### src/rtl/fetch_unit.sv
// Instruction fetch stage: owns the PC, keeps up to DEPTH instruction-memory
// reads in flight, and buffers returned words with their PC in a small FIFO
// that feeds the decoder. A redirect from execute empties the buffer and marks
// every in-flight response to be thrown away when it arrives.
module fetch_unit #(
    parameter logic [63:0] RESET_PC = 64'h0,
    parameter int          DEPTH    = 4
) (
    input  logic        i_clk,
    input  logic        i_rst,
    output logic        o_imem_req_valid,
    input  logic        i_imem_req_ready,
    output logic [63:0] o_imem_addr,
    input  logic        i_imem_rsp_valid,
    input  logic [31:0] i_imem_rsp_data,
    input  logic        i_redirect,
    input  logic [63:0] i_redirect_pc,
    output logic        o_instr_valid,
    input  logic        i_instr_ready,
    output logic [31:0] o_instr,
    output logic [63:0] o_instr_pc
);

    localparam int PW = $clog2(DEPTH);
    // Counters are wide enough to hold outstanding + count (up to 2*DEPTH).
    localparam int CW = $clog2(DEPTH) + 2;

    typedef struct packed {
        logic [63:0] pc;
        logic [31:0] instr;
    } entry_t;

    logic [63:0]   pc_q, pc_d;
    logic [CW-1:0] outstanding_q, outstanding_d;
    logic [CW-1:0] discard_q, discard_d;
    logic [CW-1:0] count_q, count_d;
    logic [PW-1:0] wr_ptr_q, wr_ptr_d;
    logic [PW-1:0] rd_ptr_q, rd_ptr_d;
    entry_t        fifo_q [DEPTH];

    logic          req_valid;
    logic          req_fire;
    logic          rsp_live;
    logic          rsp_drop;
    logic          push;
    logic          pop;
    logic          instr_valid;
    logic [CW-1:0] credit_used;
    logic [63:0]   tail_pc;

    // Handshake decode, credit check and next-state computation.
    always_comb begin
        // NOTE: every always_comb output gets a default first so no path can leave it unassigned and infer a latch.
        credit_used   = outstanding_q + count_q;
        req_valid     = !i_rst && !i_redirect && (credit_used < CW'(DEPTH));
        req_fire      = req_valid && i_imem_req_ready;
        // A response with nothing outstanding can only be stale; ignore it.
        rsp_live      = i_imem_rsp_valid && (outstanding_q != '0);
        rsp_drop      = (discard_q != '0);
        // Responses return in order, so the oldest request's PC sits
        // 4*outstanding bytes behind the next fetch address.
        tail_pc       = pc_q - (64'(outstanding_q) << 2);
        push          = rsp_live && !rsp_drop && !i_redirect;
        instr_valid   = (count_q != '0) && !i_redirect && !i_rst;
        pop           = instr_valid && i_instr_ready;

        pc_d          = pc_q;
        outstanding_d = outstanding_q;
        discard_d     = discard_q;
        count_d       = count_q;
        wr_ptr_d      = wr_ptr_q;
        rd_ptr_d      = rd_ptr_q;

        if (req_fire) begin
            pc_d = pc_q + 64'd4;
        end
        if (req_fire) begin
            outstanding_d = outstanding_d + CW'(1);
        end
        if (rsp_live) begin
            outstanding_d = outstanding_d - CW'(1);
        end

        if (i_redirect) begin
            // Everything still in flight belongs to the old path.
            pc_d      = {i_redirect_pc[63:2], 2'b00};
            discard_d = outstanding_d;
            count_d   = '0;
            wr_ptr_d  = '0;
            rd_ptr_d  = '0;
        end else begin
            if (rsp_live && rsp_drop) begin
                discard_d = discard_q - CW'(1);
            end
            if (push) begin
                wr_ptr_d = wr_ptr_q + PW'(1);
            end
            if (pop) begin
                rd_ptr_d = rd_ptr_q + PW'(1);
            end
            case ({push, pop})
                2'b10:   count_d = count_q + CW'(1);
                2'b01:   count_d = count_q - CW'(1);
                default: count_d = count_q;
            endcase
        end
    end

    // Control state registers with synchronous reset.
    always_ff @(posedge i_clk) begin
        // NOTE: sequential state uses non-blocking assignments so every flop samples pre-edge values.
        if (i_rst) begin
            pc_q          <= RESET_PC;
            outstanding_q <= '0;
            discard_q     <= '0;
            count_q       <= '0;
            wr_ptr_q      <= '0;
            rd_ptr_q      <= '0;
        end else begin
            pc_q          <= pc_d;
            outstanding_q <= outstanding_d;
            discard_q     <= discard_d;
            count_q       <= count_d;
            wr_ptr_q      <= wr_ptr_d;
            rd_ptr_q      <= rd_ptr_d;
        end
    end

    // FIFO storage: written on push, contents qualified by count.
    always_ff @(posedge i_clk) begin
        // NOTE: the storage array is deliberately not reset; count_q alone decides which entries are meaningful.
        if (push) begin
            fifo_q[wr_ptr_q] <= '{pc: tail_pc, instr: i_imem_rsp_data};
        end
    end

    assign o_imem_req_valid = req_valid;
    assign o_imem_addr      = pc_q;
    assign o_instr_valid    = instr_valid;
    assign o_instr          = fifo_q[rd_ptr_q].instr;
    assign o_instr_pc       = fifo_q[rd_ptr_q].pc;

endmodule

### config.mk
export PLATFORM = sky130hd
export DESIGN_NAME = fetch_unit
export DESIGN_NICKNAME = d
export VERILOG_FILES = /design/src/rtl/fetch_unit.sv
export SDC_FILE = /design/constraint.sdc
export NUM_CORES = 1
export LEC_CHECK = 0
export BUFFER_PORTS_ARGS = -buffer_cell sky130_fd_sc_hd__buf_2
export CORE_MARGIN = 2
export CORE_UTILIZATION = 52
export CTS_CLUSTER_SIZE = 30
export DETAILED_ROUTE_END_ITERATION = 16
export HOLD_SLACK_MARGIN = 0.1
export PLACE_DENSITY = 0.74
export SYNTH_ARGS = -nofsm -noshare
export SYNTH_HDL_FRONTEND = slang
export SYNTH_SLANG_ARGS = --single-unit
### constraint.sdc
create_clock -name i_clk -period 3.8 [get_ports i_clk]
set_clock_uncertainty 0.05 [all_clocks]
set_input_delay 0.19 -clock i_clk [delete_from_list [all_inputs] [get_ports i_clk]]
set_output_delay 0.19 -clock i_clk [all_outputs]
set_load 0.01 [all_outputs]
==> results by group <==
Status
  • Status: finished clean

Worst setup path
  • Crit. End Element: flip-flop
  • Max Fanout on Critical Path: 16
  • Most used cell, CP: buf_4
  • Top Family by Delay on Critical Path: buffers and inverters
  • Reg2reg path depth: 10
  • Worst setup SP type: flip-flop
  • Critical-path cell list: ha_1 > a31o_2 > or3_1 > a21oi_4 > buf_4 > nor2_1 > buf_4 > o21ai_0 > a21oi_1 > dlygate4sd3_1
  • WP data arrival: 4.09 ns
  • FF-to-FF Start: outstanding_q[1]$_SDFF_PP0_
  • Reg2reg end: o_imem_addr[12]$_SDFFE_PP0P_
  • Flop2flop setup slack: 0.14 ns
  • Crit. Startpoint: outstanding_q[1]$_SDFF_PP0_
  • CP peak stage delay: just under 0.6 ns
  • Slowest CP cell: dlygate4sd3_1
  • Critical path buffers and inverters: 3
  • WP data required: 4.22 ns
  • CP Class: reg -> reg

Clock tree
  • CTS tree: built
  • Worst-Skew Late Latency: 0.59 ns
  • TritonCTS buffer count: 49
  • Clk slew on worst S/H paths: 0.06 ns
  • Clock root cell: clkbuf_16
  • Post-CTS Setup Bufs: 0
  • Sink Count: 456
  • Max clock buf depth: 3
  • H-tree levels: 2

Yosys
  • Post-synth EDFFs: 376
  • Mapped Cells: 1342
  • Top_reg_cell synth: edfxtp_1
  • Top-area cell type share of the netlist area: 56.9%
  • Seq cells post-synth: 456
  • Netlist cell types: about 70
  • Mapped Avg Cell Area: 14.8 um2
  • FFs w/ async S/R, synth: 0%
  • Yosys warning count: 0
  • Seq/Total Area, Yosys: 65.0%
  • Synth area leader: edfxtp_1
  • Top post-synthesis cells by area: edfxtp_1 (57%), mux4_2 (11%), dfxtp_1 (8.1%)
  • Post-synthesis cell area: 19800 um2

Route
  • Initial DRC count: 1191
  • Final WL: 51.7 mm
  • Met3 routed WL: 4.39 mm
  • Routed vias/inst: 5.89
  • Metal-1 WL: 20.5 mm
  • Post-route ant nets: 0
  • Drt wl/cell: 22.8 um
  • DR vias: 13400
  • DRC viols: 0
  • Metal2 WL: 25.0 mm
  • Uppermost layer routed: met4
  • DRT Pass-1 Iters: 5

Floorplanning
  • Core region area: 37600 um2
  • Initial Util: 52.8%
  • Die H: about 200 um
  • Num rows: 71
  • I/O pin cnt: 264
  • DIE AREA: roughly 40000 um2
  • Die span in x: 199 um

Placement
  • DP Wirelength: 34.1 mm
  • PortBufs: 257
  • Placed cell areas: around 22000 um2
  • Global placer's final weighted congestion: 0.915

GRT
  • First-pass GRT wire length: 77.4 mm
  • Largest net degree at the start of global routing: 47
  • Vias in the first global route: 13300
  • Grt total ovfl: 0
  • Antenna violations before repair: 3
  • Total GRT Usage: about a quarter

STA
  • Setup TNS: 0 ns
  • RSZ-0062 raised after global routing: no
  • Tmin final: 3.66 ns
  • Max-slew violation count: 0
  • Max Freq: 0.273 GHz
  • Final period util: 96.4%
  • Final Hold Fails: 0
  • Final setup viols: 0
  • Worst slew pin tran: 0.838 ns
  • Normalized max-slew margin: 44.1%

Layout
  • Fin area: 24500 um2
  • Nets: about 1800
  • Layout cell share with drive strength beyond 1: between 20% and 30%
  • Syn-to-layout area delta: 23.8%

Min path
  • Worst hold stages: 3
  • Hold/Removal Path Class: in -> reg
  • Hold EP: o_imem_addr[42]$_SDFFE_PP0P_
  • Hold Startpoint: i_redirect

Power
  • PD cells: 497 nW/um2
  • Maximum VDD drop: 0.434 mV
  • Pleak: 8.67 nW

Run
  • Max Cap Violations: 0
==> report_power, final <==
group	switching, W	internal (W)
combinational	0.00100	0.000712
clock	0.00189	0.00266
sequential	0.000178	0.00575
==> layer usage <==
layer  global-route usage, %  up-vias
li1                        -     6012
met3                    5.69      113
met1                    34.5     6615
met4                    10.9        0
met5                       0        -
met2                    42.8      634
==> cell usage in the layout (no fill, tap or decap), types with 6 or more instances in the layout <==
cell type,count
nand2_1,92
a21oi_1,57
clkbuf_1,14
and2_1,16
dlygate4sd3_1,119
a31oi_1,28
dfxtp_1,78
buf_12,10
edfxtp_1,376
mux4_2,94
nand4_1,25
nor4_1,23
nand3_1,36
inv_1,23
xor2_1,35
ha_1,18
and4_1,7
a22oi_1,6
clkbuf_16,50
mux2i_1,6
clkinv_1,8
and3_1,13
xnor2_1,43
buf_2,257
buf_4,30
nor2_1,66
o21ai_0,31
clkinv_2,8
o311ai_0,7
or3_1,19
nor3_1,27
o211ai_1,15
nand3b_1,8
or4_1,15
==> worst register-to-register path: cells and delay by family, from the launching register on <==
kind,cells,cell delay (ns)
and+or+nand+nor,2,0.58
AOI/OAI and AO/OA,4,1.00
buffers and inverters,3,1.08
adders and majority gates,1,0.30
DFF,1,0.54
==> cells in the mapped netlist (15+ instances only) <==
library cell and number:
xnor2_1 43, nor4_1 23, ha_1 18, clkbuf_1 57, a31oi_1 28, buf_2 16, nor2_1 66, dfxtp_1 80
edfxtp_1 376, nand3_1 36, a21oi_1 57, nor3_1 27, o211ai_1 15, or3_1 19, o21ai_0 31, nand2_1 92
inv_1 23, mux4_2 94, xor2_1 35, or4_1 15, and2_1 20, nand4_1 25
==> metrics by stage <==
step,setup WS [ns],total power (W),hold slack [ns],std cells,utilization (%)
floorplan,0.630,0.00698,0.239,1345,-
finish,0.135,0.0122,0.153,2270,65.3
CTS,0.0906,0.0122,0.117,2267,65.3
detailed placement,0.406,0.00761,0.342,2060,58.0
global route,0.0121,0.0126,0.145,2270,65.3
global placement,0.486,0.00757,0.343,2060,58.0
==> logic make-up (layout without fill, tap and decap cells) <==
logic type,count (synthesis),count (layout),share of synthesized area [%]
DFF,456,456,65.0
and+or+nand+nor,385,385,10.7
AOI/OAI and AO/OA,179,179,5.62
buffers and inverters,117,528,2.51
muxes,105,105,11.3
xor gates and xnor gates,79,79,3.57
adders and majority gates,20,20,1.34
other,1,7,0.0189
==> area by class of cell <==
| class | instances | area, um2 |
|---|---|---|
| diodes | 3 | 7.51 |
| inverters | 24 | 90.1 |
| flip-flops and latches | 456 | 12900 |
| well taps | 511 | 639 |
| clock buffers | 66 | 1330 |
| multi-input cells | 772 | 6470 |
| fillers | 2694 | 13000 |
| repair buffers | 416 | 2900 |
| clock inverters | 22 | 205 |
==> worst max path at each step <==
stage	to	slack, ns	depth (start not counted)
2_1_floorplan	fifo_q[0][0]$_DFFE_PP_	0.63	6
3_3_place_gp	o_imem_addr[40]$_SDFFE_PP0P_	0.49	7
3_5_place_dp	o_imem_addr[48]$_SDFFE_PP0P_	0.41	7
4_1_cts	o_imem_addr[4]$_SDFFE_PP0P_	0.09	10
5_1_grt	o_imem_addr[12]$_SDFFE_PP0P_	0.01	10
6_report	o_imem_addr[12]$_SDFFE_PP0P_	0.14	10
==> registers in the layout (all words and copies together), names as in the netlist, named ones only <==
signal,count
count_q,4
outstanding_q,4
o_imem_addr,62
wr_ptr_q,2
discard_q,4
rd_ptr_q,2
fifo_q,376
==> timing repair <==
action                                  4_1_cts  5_1_grt
hold endpoints to repair                    194        0
endpoints found under the setup margin        0       14
gates resized for setup                       0        1
hold buffers                                119        0
(Power assumes the default switching activity.)
